[src/rtl/fifo_pkg.sv]
// Shared types and constants for the FIFO read-side stream adapter.
package fifo_pkg;

    localparam int DATA_SIZE = 8;
    localparam int CNT_W     = 16;

    typedef enum logic [1:0] {
        OCC_EMPTY = 2'd0,
        OCC_ONE   = 2'd1,
        OCC_TWO   = 2'd2
    } occ_e;

endpackage

[src/rtl/fifo_rd_stream_if.sv]
// Read-side bundle: FIFO read port plus the output valid/ready stream.
// The m_count signal exists only when RD_STREAM_CNT_EN is defined.
interface fifo_rd_stream_if
    import fifo_pkg::*;
#(
    parameter int data_size = DATA_SIZE
);

    logic                 fifo_empty;
    logic [data_size-1:0] fifo_data;
    logic                 fifo_rd_en;
    logic                 m_valid;
    logic                 m_ready;
    logic [data_size-1:0] m_data;
`ifdef RD_STREAM_CNT_EN
    logic [CNT_W-1:0]     m_count;

    modport master (input  fifo_empty, fifo_data, m_ready,
                    output fifo_rd_en, m_valid, m_data, m_count);
    modport slave  (output fifo_empty, fifo_data, m_ready,
                    input  fifo_rd_en, m_valid, m_data, m_count);
`else
    modport master (input  fifo_empty, fifo_data, m_ready,
                    output fifo_rd_en, m_valid, m_data);
    modport slave  (output fifo_empty, fifo_data, m_ready,
                    input  fifo_rd_en, m_valid, m_data);
`endif

endinterface

[src/rtl/fifo_rd_stream_buf2.sv]
// Two-entry output buffer: head/tail pointers, occupancy state and a
// registered output word that always shows the next-cycle head entry.
module stream_buf2
    import fifo_pkg::*;
#(
    parameter int data_size = DATA_SIZE
) (
    input  logic                 clk,
    input  logic                 rst,
    input  logic                 i_wr,
    input  logic [data_size-1:0] i_wdata,
    input  logic                 i_pop,
    output occ_e                 o_occ,
    output logic                 o_valid,
    output logic [data_size-1:0] o_data
);

    occ_e                 r_occ, w_occ_next;
    logic                 r_head, w_head_next, w_tail;
    logic [data_size-1:0] r_mem [2];
    logic [data_size-1:0] r_data, w_data_next;
    logic [2:0]           w_sum;

    // With two words stored the tail aliases the head; that slot is only
    // written together with a pop, so the live word is never overwritten.
    assign w_tail = r_head ^ (r_occ == OCC_ONE);

    always_comb begin
        w_sum       = 3'(r_occ) + 3'(i_wr) - 3'(i_pop);
        w_occ_next  = r_occ;
        case (w_sum)
            3'd0:    w_occ_next = OCC_EMPTY;
            3'd1:    w_occ_next = OCC_ONE;
            default: w_occ_next = OCC_TWO;
        endcase
        w_head_next = r_head ^ i_pop;
        w_data_next = r_mem[w_head_next];
        if (i_wr && (w_tail == w_head_next))
            w_data_next = i_wdata;
    end

    always_ff @(posedge clk or posedge rst) begin
        if (rst) begin
            r_occ    <= OCC_EMPTY;
            r_head   <= 1'b0;
            r_data   <= '0;
            r_mem[0] <= '0;
            r_mem[1] <= '0;
        end else begin
            r_occ  <= w_occ_next;
            r_head <= w_head_next;
            r_data <= w_data_next;
            if (i_wr)
                r_mem[w_tail] <= i_wdata;
        end
    end

    assert property (@(posedge clk) disable iff (rst) w_sum <= 3'd2);

    assign o_occ   = r_occ;
    assign o_valid = (r_occ != OCC_EMPTY);
    assign o_data  = r_data;

endmodule

[src/rtl/fifo_rd_stream.sv]
// FIFO read-side stream adapter: issues reads, tracks the in-flight word and
// feeds a 2-entry buffer. Optional pop counter under RD_STREAM_CNT_EN.
module fifo_rd_stream
    import fifo_pkg::*;
#(
    parameter int data_size = DATA_SIZE
) (
    input logic              rd_clk,
    input logic              rrst,
    fifo_rd_stream_if.master bus
);

    logic                 r_inflight;
    logic                 w_pop, w_rd_en, w_valid;
    logic [1:0]           w_pending;
    logic [data_size-1:0] w_data;
    occ_e                 w_occ;

    assign w_pending = 2'(w_occ) + 2'(r_inflight);
    assign w_pop     = w_valid & bus.m_ready;
    // A pop in the same cycle frees the slot the new read will land in.
    assign w_rd_en   = ~rrst & ~bus.fifo_empty & ((w_pending < 2'd2) | w_pop);

    always_ff @(posedge rd_clk or posedge rrst) begin
        if (rrst) r_inflight <= 1'b0;
        else      r_inflight <= w_rd_en;
    end

    stream_buf2 #(.data_size(data_size)) u_buf (
        .clk     (rd_clk),
        .rst     (rrst),
        .i_wr    (r_inflight),
        .i_wdata (bus.fifo_data),
        .i_pop   (w_pop),
        .o_occ   (w_occ),
        .o_valid (w_valid),
        .o_data  (w_data)
    );

    assign bus.fifo_rd_en = w_rd_en;
    assign bus.m_valid    = w_valid;
    assign bus.m_data     = w_data;

`ifdef RD_STREAM_CNT_EN
    logic [CNT_W-1:0] r_count;

    always_ff @(posedge rd_clk or posedge rrst) begin
        if (rrst)       r_count <= '0;
        else if (w_pop) r_count <= r_count + 1'b1;
    end

    assign bus.m_count = r_count;
`endif

endmodule
[src/flat_wrapper.sv]
// flat-port wrapper written by rule: the top's interface ports become plain ports
module fifo_rd_stream_flat import fifo_pkg::*;
#(
    parameter int data_size = DATA_SIZE
)
  (rd_clk, rrst, bus_fifo_empty, bus_fifo_data, bus_m_ready, bus_fifo_rd_en, bus_m_valid, bus_m_data);
  fifo_rd_stream_if #(.data_size(data_size)) bus_i ();
  input logic rd_clk;
  input logic rrst;
  input wire logic [$bits(bus_i.fifo_empty)-1:0] bus_fifo_empty;
  input wire logic [$bits(bus_i.fifo_data)-1:0] bus_fifo_data;
  input wire logic [$bits(bus_i.m_ready)-1:0] bus_m_ready;
  output wire logic [$bits(bus_i.fifo_rd_en)-1:0] bus_fifo_rd_en;
  output wire logic [$bits(bus_i.m_valid)-1:0] bus_m_valid;
  output wire logic [$bits(bus_i.m_data)-1:0] bus_m_data;
  assign bus_i.fifo_empty = bus_fifo_empty;
  assign bus_i.fifo_data = bus_fifo_data;
  assign bus_i.m_ready = bus_m_ready;
  assign bus_fifo_rd_en = bus_i.fifo_rd_en;
  assign bus_m_valid = bus_i.m_valid;
  assign bus_m_data = bus_i.m_data;
  fifo_rd_stream #(.data_size(data_size)) u_core (.rd_clk(rd_clk), .rrst(rrst), .bus(bus_i));
endmodule
[config.mk]
export PLATFORM = sky130hd
export DESIGN_NAME = fifo_rd_stream_flat
export DESIGN_NICKNAME = d
export VERILOG_FILES = /design/src/rtl/fifo_pkg.sv /design/src/rtl/fifo_rd_stream_if.sv /design/src/rtl/fifo_rd_stream_buf2.sv /design/src/rtl/fifo_rd_stream.sv /design/src/flat_wrapper.sv
export SDC_FILE = /design/constraint.sdc
export NUM_CORES = 1
export LEC_CHECK = 0
export ABC_AREA = 1
export CORE_ASPECT_RATIO = 0.9
export CORE_MARGIN = 4
export CORE_UTILIZATION = 30
export DETAILED_ROUTE_END_ITERATION = 8
export GPL_TIMING_DRIVEN = 0
export SETUP_SLACK_MARGIN = 0.3
export SYNTH_ARGS = -nofsm -noshare
export SYNTH_HDL_FRONTEND = slang
export SYNTH_SLANG_ARGS = --single-unit
[constraint.sdc]
create_clock -name rd_clk -period 1.8 [get_ports rd_clk]
set_input_delay 0.54 -clock rd_clk [delete_from_list [all_inputs] [get_ports rd_clk]]
set_output_delay 0.54 -clock rd_clk [all_outputs]
set_load 0.05 [all_outputs]
Yosys cells after proc, flatten, opt, wreduce, memory -nomap -nowiden
Index checks and enable logic that the tools add are counted.
{"block": "op_classes", "addsub": 3, "magnitude_cmp": 4, "n_eq_ne": 3, "mux": 8, "bitwise_logic": 10, "reduce_logical": 4}
{"operator": "2-to-1 mux 8 bit", "count": 5}
{"operator": "bitwise mux 16 bit", "count": 1}
{"operator": "demux 8 bit (select 1 bit)", "count": 1}
{"operator": "greater-or-equal comparator 2 bit (second input constant)", "count": 2}
{"operator": "inverter 1 -> 2 bit", "count": 2}
{"operator": "case mux 2 bit (2 select lines)", "count": 1}
{"operator": "adder 2 x 1 -> 3 bit", "count": 1}
{"operator": "AND 1 bit", "count": 3}
{"operator": "equality test 3 x 1 -> 1 bit (second input constant)", "count": 1}
{"operator": "zero test 3 bit", "count": 1}
{"operator": "subtractor 3 x 1 -> 3 bit", "count": 1}
{"operator": "adder 2 x 1 -> 2 bit", "count": 1}
{"operator": "equality test 2 x 1 -> 1 bit (second input constant)", "count": 1}
{"operator": "logical AND 1 bit", "count": 2}
{"operator": "< comparator 2 x 1 -> 1 bit (second input constant)", "count": 1}
{"operator": "< comparator 2 bit (second input constant)", "count": 1}
{"operator": "inverter 1 bit", "count": 2}
{"operator": "nonzero test 2 bit", "count": 1}
{"operator": "bitwise XOR 1 bit", "count": 2}
{"operator": "equality test 1 bit", "count": 1}
{"operator": "OR 1 bit", "count": 1}
{"block": "word_totals", "regBits": 28, "inputBits": 12}

Logic depth before layout (Yosys ltp)
Gate-level depths: netlist of run 1.
{"block": "depth", "ltp_word": 8, "ltp_mapped": 10}

By module
A second synthesis of run 1 with hierarchy kept.
{"block": "hier_totals", "hier_cells": 169, "area_unflattened_um2": 1437.6}
{"mod": "stream_buf2", "instances": 1, "cells_per_inst": 157, "area_each_um2": 1366.3, "seq_area_each_um2": 675.6}
{"mod": "fifo_rd_stream", "instances": 1, "cells_per_inst": 12, "area_each_um2": 71.3, "seq_area_each_um2": 25.0}

Worst setup path after synthesis of run 1
OpenSTA, ideal clock, no wires.
{"block": "synth_timing", "kind": "register to register", "from": "register u_core.u_buf.r_occ[0], in the netlist u_core.u_buf.o_occ[0]", "to": "register u_core.u_buf.r_occ[0], in the netlist u_core.u_buf.o_occ[0]", "setup_time_ns": 0.072, "arrival_time_ns": 1.829, "required_ns": 1.728, "slack_ns": -0.101, "stages_incl_launch_ff": 11, "synth_period_minus_slack_ns": 1.901, "path_cell_list": "dfrtp_1 -> o21ai_2 -> or2_2 -> nand2_1 -> ha_1 -> fa_1 -> nand2_1 -> inv_1 -> nor2_1 -> o21ai_0 -> nor2_1"}
{"block": "synth_between", "elab_chain_len": 5, "word_cells_on_any_way": 7, "classes_between": "add/sub (2); eq/ne (1); mux (1); bitwise (1); reduce/logical (2)"}
{"item": "start: declaration", "line": "fifo_rd_stream_buf2.sv:18", "text": "occ_e r_occ, w_occ_next;"}
{"item": "start signal: assignment", "line": "fifo_rd_stream_buf2.sv:50", "text": "r_occ <= w_occ_next;"}
{"item": "parallel branches: the longest is 2 deep, another holds adder 2 x 1 -> 3 bit"}
{"item": "subtractor 3 x 1 -> 3 bit (*)", "line": "fifo_rd_stream_buf2.sv:29", "text": "w_sum = 3'(r_occ) + 3'(i_wr) - 3'(i_pop);"}
{"item": "equality test 3 x 1 -> 1 bit or zero test 3 bit (tied branches)", "line": "fifo_rd_stream_buf2.sv:31", "text": "case (w_sum)"}
{"item": "case mux 2 bit (2 select lines) (*)", "line": "fifo_rd_stream_buf2.sv:31"}
{"item": "via u_core.u_buf.w_occ_next[0]", "line": "fifo_rd_stream_buf2.sv:18"}
Mark *: on every way through the listed nets, which the timed path passes.
A chain may end at the register's enable or synchronous reset.

Final worst setup path of run 1
Ends and elaborated chain as after synthesis.

==> metrics.md, run 1 <==
| Metric | Value |
|---|---|
| Status | `complete, but fails checks` |
| CTS Buf Count | `3` |
| Clock Skews | `between 0.006 and 0.007 ns` |
| Clock buffer depth | `2` |
| Pin slew with the least headroom to its limit | `approximately 0.61 ns` |
| GRT Util Overall | `11.6%` |
| Critical Path End Type | `register` |
| Row count | `23` |
| Sw Pwr | `1370 uW` |
| Final min period | `1.86 ns` |
| Final hold violation count | `0` |
| Cell mode on critical path | `nor2_1` |
| WL/cell | `about 12 um` |
| Height of the die | `72.8 um` |
| Slew HR | `between 50 and 60%` |
| CTS clk-pin slew, worst paths | `0.10 ns` |
| Pwr Density | `~1700 nW/um2` |
| Violated checks | `negative setup slack` |
| First-pass GRT wire length | `5380 um` |
| Max stage delay on crit path | `0.51 ns` |
| Antenna violations before repair | `0` |
| Hold Path Class | `primary input to async pin` |
| WS Path Type | `register to register` |
| Synthesized flop and latch total | `28` |
| Post-Syn Area per Cell | `8.91 um2` |
| Gp weighted congestion | `0.736` |
| Comb power frac | `49.1%` |
| Syn nets | `171` |
| Ant diodes | `0` |
| Most common cell after layout, fill and taps aside | `nand2_1` |
| Seq pwr share | `34.9%` |
| Remaining DRCs | `0` |
| Sequential share of the synthesized area | `50.1%` |
| 1st-pass router iterations | `4` |
| Peak supply drop | `roughly 550 uV` |
| Post-DP HPWL | `roughly 2000 um` |
| Fin area | `roughly 1800 um2` |
| Count of different cell masters after synthesis | `21` |
| Vias per Instance | `approximately 4.4` |
| Min Hold Slack | `a little under 0.5 ns` |
| Final wirelength | `around 3000 um` |
| Sink Count | `28` |
| CTS tree | `built` |
| Total overflow reported by the global router | `0` |
| Finished Core Util | `40.9%` |
| Fin nets | `205` |
| CTS HTree Levels | `1` |
| M1 GR Usage | `15.5%` |
| CTS Hold Bufs | `0` |
| Global Route met3 Usage | `2.22%` |
| Sw Ratio | `44.0%` |
| RSZ-0062 raised after global routing | `true` |
| Fmax | `539 MHz` |
| Max cap viols | `0` |
| DIE AREA | `5820 um2` |
| Core box area | `4490 um2` |
| Later-pin clock latency in the skew report | `0.28 ns` |
| Commonest cells after routing, fill and taps aside | `51 x nand2_1, 25 x dfrtp_1, 16 x nand3_1` |
| Internal power | `1740 uW` |
| Area of placed instances | `1700 um2` |
| Post-route ant nets | `0` |
| Gr busiest metal | `met2` |
| DR iter-0 viols | `53` |
| Max-slew violation count | `0` |
| Worst-path maximum fanout | `3` |
| Area grow syn2layout | `31.3%` |
| Met2 GRT Util | `between 10% and 20%` |
| Vias in the first global route | `1189` |
| Vias | `1110` |
| Synth warn | `0` |
| Starting Density | `31.2%` |
| Top-level I/O count | `22` |
| Port bufs | `21` |
| Die width | `80.0 um` |
| Worst Setup Slack, final | `-0.0558 ns` |
| Critical Path, Cell by Cell | `buf_6, o21ai_4, or2_4, nand2_4, ha_4, fa_2, nor2_1, o21ai_1, nor2_1` |
| Mapped Area | `between 1000 and 1500 um2` |
| Static leakage | `0.000921 uW` |
| Largest net degree at the start of global routing | `29` |
| Layout cells sized above 1 | `32.6%` |
| Syn Inst Count | `approximately 160` |
| Setup Viol. Count Final | `2` |
| Req. time, crit path | `1.97 ns` |
| CP startpoint kind | `register` |
| Part of the cycle the worst path needs | `103%` |
| Clk pwr share | `~16%` |
| Worst EP arrival | `2.02 ns` |
| Root Driver | `clkbuf_8` |
| Slowest-stage cell, CP | `fa_2` |
-- critical path, delay by kind of cell (launching register included) --
family | cells | cell delay (ns)
and+or+nand+nor | 4 | 0.31
DFF | 1 | 0.44
buffers and inverters | 1 | 0.13
adders and majority gates | 2 | 0.66
AOI/OAI and AO/OA | 2 | 0.22
-- per-layer routing --
layer  vias to the layer above  wire, um
met5                         -         0
met4                         0        19
met3                         4       140
met2                        24      1510
met1                       515      1400
li1                        567         -
-- power by group through the flow --
stage	Combinational, uW	Clock [uW]	Sequential (uW)
2_1_floorplan	816	0	1400
3_3_place_gp	1500	0	1110
3_5_place_dp	1520	0	1120
4_1_cts	1530	511	1080
5_1_grt	1700	535	1130
6_report	1530	500	1090
-- registers in the layout, summed over array words and instances (netlist names) --
signal and cells:
u_core.u_buf.o_occ 2, u_core.u_buf.o_data 8, u_core.u_buf.r_head 1, u_core.u_buf.r_mem 16, u_core.r_inflight 1
-- logic make-up after synthesis --
family                   count (synthesis)  synth area share [%]
AND/OR/NAND/NOR                         88                  30.9
flip-flops                              28                  50.1
AO/OA/AOI/OAI                           20                  10.4
buffers and inverters                   18                  5.64
adder cells (fa/ha/maj)                  2                  2.33
XOR/XNOR                                 1                 0.626
-- final timing paths --
path | start | endpoint | slack [ns] | depth (start not counted)
max | u_core.u_buf.o_occ[0] | u_core.u_buf.o_occ[0] | -0.06 | 9
min | rrst | u_core.u_buf.r_mem[0] | 0.49 | 2
max reg2reg | u_core.u_buf.o_occ[0] | u_core.u_buf.o_occ[0] | -0.06 | 9
min reg2reg | u_core.u_buf.r_mem[12] | u_core.u_buf.r_mem[12] | 0.50 | 2
max in group asynchronous | rrst | u_core.r_inflight | 0.94 | 2
min in group rd_clk | u_core.u_buf.r_mem[12] | u_core.u_buf.r_mem[12] | 0.50 | 2
-- what timing repair did --
item,4_1_cts,5_1_grt
buffers inserted,7,1
resized for setup,65,6
setup endpoints to repair,48,40
hold endpoints to repair,0,0
pin swaps,2,5
-- Yosys cell counts (all sizes together) --
| master | instances | share of area, % |
|---|---|---|
| xor2 | 1 | 0.63 |
| nand3b | 1 | 0.54 |
| nor2 | 3 | 0.80 |
| buf | 2 | 1.3 |
| nand3 | 21 | 9.8 |
| inv | 16 | 4.3 |
| fa | 1 | 1.4 |
| ha | 1 | 0.89 |
| dfrtp | 28 | 50 |
| o21ai | 19 | 9.2 |
| a21oi | 1 | 1.2 |
| nand2 | 62 | 19 |
| or2 | 1 | 0.45 |
-- layout make-up --
cell class	instances	area, um2
timing repair buffer	29	239
fill	473	2650
tap	62	77.6
buffer	2	18.8
multi-input combinational	111	659
inverter	16	66.3
clock inverter	1	30.0
clock buffer	3	41.3
sequential	28	704
-- metrics by stage --
step	std cells	total power (uW)	setup WS [ns]	setup TNS, ns
global route	252	3370	-0.155	-0.331
finish	252	3120	-0.0558	-0.0970
CTS	251	3120	-0.0506	-0.0985
global placement	240	2610	-0.896	-7.38
detailed placement	240	2640	-0.913	-7.53
floorplan	157	2220	0.00707	0
Note: power is estimated with default switching activity, not from simulation.
==> inputs of run 2 (changes only) <==
--- a/config.mk
+++ b/config.mk
@@ -15,3 +15,4 @@
 export SYNTH_ARGS = -nofsm -noshare
 export SYNTH_HDL_FRONTEND = slang
 export SYNTH_SLANG_ARGS = --single-unit
+export TNS_END_PERCENT = 1
==> run 2 against run 1 <==
The run still ends with negative setup slack left. Clock power grew 1%. Fmax grew 2.1%. Power grew 1.9%. Largest cell class unchanged. Highest routed layer unchanged.
==> metrics.md, run 2 (synthesis results as in run 1) <==
| Metric | Value |
|---|---|
| Top reg by flops | `u_core.u_buf.r_mem` |
| Uppermost layer routed | `met4` |
| Max FFs per register | `16` |
| Critical Path End Type | `output port` |
| Area grow syn2layout | `32.7%` |
| Post-route ant nets | `0` |
| WL met2 | `1550 um` |
| Finished Core Util | `between 40% and 50%` |
| Starting Density | `between 30% and 40%` |
| Later-pin clock latency in the skew report | `0.28 ns` |
| Total power | `3180 uW` |
| Part of the cycle the worst path needs | `101%` |
| Critical Path, Cell by Cell | `xor2_1, o21ai_1, inv_1, buf_6` |
| Top delay family on crit path | `flip-flops` |
| Slowest-stage cell, CP | `dfrtp_2` |
| Wire length on met3 | `around 86 um` |
| Core box area | `4490 um2` |
| Fin nets | `206` |
| Vias | `1132` |
| Status | `complete, but fails checks` |
| DIE AREA | `5820 um2` |
| M1 WL | `1540 um` |
| DR iter-0 viols | `approximately 90` |
| First-pass GRT wire length | `5480 um` |
| 1st-pass router iterations | `4` |
| GRT Util Overall | `12.3%` |
| Clock buffer depth | `2` |
| Worst-path maximum fanout | `5` |
| WS Path Type | `register to output port` |
| Cells on worst reg2reg path | `10` |
| Req. time, crit path | `1.26 ns` |
| CP startpoint kind | `register` |
| Clock Skews | `0.00495 ns` |
| Final wirelength | `3230 um` |
| Setup Viol. Count Final | `2` |
| RSZ-0062 raised after global routing | `true` |
| Total Neg Setup Slack | `-0.0357 ns` |
| Die width | `80.0 um` |
| Ant diodes | `0` |
| Max-slew violation count | `0` |
| Root Driver | `clkbuf_8` |
| Peak supply drop | `approximately 600 uV` |
| WP buf/inv | `2` |
| Port bufs | `21` |
| CTS HTree Levels | `1` |
| Top-level I/O count | `22` |
| Commonest cells after routing, fill and taps aside | `50 x nand2_1, 25 x dfrtp_1, 16 x nand3_1` |
| Gp weighted congestion | `0.762` |
| Largest net degree at the start of global routing | `29` |
| Worst Setup Slack, final | `-0.0181 ns` |
| CTS Buf Count | `3` |
| Total overflow reported by the global router | `0` |
| CP startpoint | `u_core.u_buf.o_occ[1]` |
| R2R Path End | `u_core.u_buf.o_occ[0]` |
| Final hold violation count | `0` |
| Fmax | `550 MHz` |
| Vias per Instance | `4.47` |
| Vias in the first global route | `1146` |
| Sink Count | `28` |
| Reg2reg start | `u_core.u_buf.o_occ[1]` |
| Violated checks | `negative setup slack` |
| CP Depth | `4` |
| CTS tree | `built` |
| Antenna violations before repair | `0` |
| Worst setup endpoint | `bus_fifo_rd_en` |
| Worst slack, placed | `-0.913 ns` |
| Layout cells sized above 1 | `between 30 and 40%` |
| Worst EP arrival | `between 1 and 1.5 ns` |
| Min Hold Slack | `0.491 ns` |
| Final min period | `1.82 ns` |
| Most common cell after layout, fill and taps aside | `nand2_1` |
| Static leakage | `0.000930 uW` |
| Flop2flop setup slack | `-0.02 ns` |
| Height of the die | `72.8 um` |
| Max cap viols | `0` |
| Slew HR | `59.1%` |
| Pin slew with the least headroom to its limit | `0.612 ns` |
| Remaining DRCs | `0` |
| Hold Path Class | `primary input to async pin` |
| Post-DP HPWL | `approximately 2000 um` |
| Max stage delay on crit path | `0.47 ns` |
| Pwr Density | `1710 nW/um2` |
| Row count | `23` |
| WL/cell | `12.8 um` |
| CTS clk-pin slew, worst paths | `approximately 0.10 ns` |
run 2: power by group:
part | internal, uW | total (uW) | switching, uW
logic | 547 | 1580 | 1040
clock network | 298 | 507 | 209
registers | 926 | 1090 | 159
run 2: metal layers:
| metal | GRT usage (%) | vias up |
|---|---|---|
| li1 | - | 568 |
| met2 | 19.9 | 17 |
| met5 | 0 | - |
| met3 | 1.98 | 5 |
| met4 | 5.63 | 0 |
| met1 | 16.3 | 542 |
run 2: stage by stage:
stage,instances,cell area [um2]
2_1_floorplan,157,1410
3_3_place_gp,240,1700
3_5_place_dp,240,1700
4_1_cts,248,1750
5_1_grt,253,1860
6_report,253,1860
run 2: worst min-delay path by stage:
stage | endpoint | from
floorplan | u_core.u_buf.r_mem[10] | u_core.u_buf.r_mem[10]
finish | u_core.u_buf.r_mem[5] | rrst
detailed placement | u_core.u_buf.r_mem[14] | u_core.u_buf.r_mem[14]
global placement | u_core.u_buf.r_mem[10] | u_core.u_buf.r_mem[10]
global route | u_core.u_buf.r_mem[14] | u_core.u_buf.r_mem[14]
CTS | u_core.u_buf.r_mem[14] | u_core.u_buf.r_mem[14]
run 2: area by class of cell:
| class | instances | area, um2 |
|---|---|---|
| Tap cell | 62 | 77.6 |
| Sequential cell | 28 | 704 |
| Buffer | 2 | 27.5 |
| Timing Repair Buffer | 30 | 236 |
| Clock buffer | 3 | 41.3 |
| Multi-Input combinational cell | 111 | 676 |
| Inverter | 16 | 63.8 |
| Clock inverter | 1 | 30.0 |
| Fill cell | 467 | 2630 |
run 2: repair_timing:
| action | 4_1_cts | 5_1_grt |
|---|---|---|
| endpoints found under the setup margin | 48 | 32 |
| pin swaps | 2 | 24 |
| gates resized for setup | 60 | 17 |
| buffers inserted | 4 | 5 |
| hold buffers | 0 | 0 |
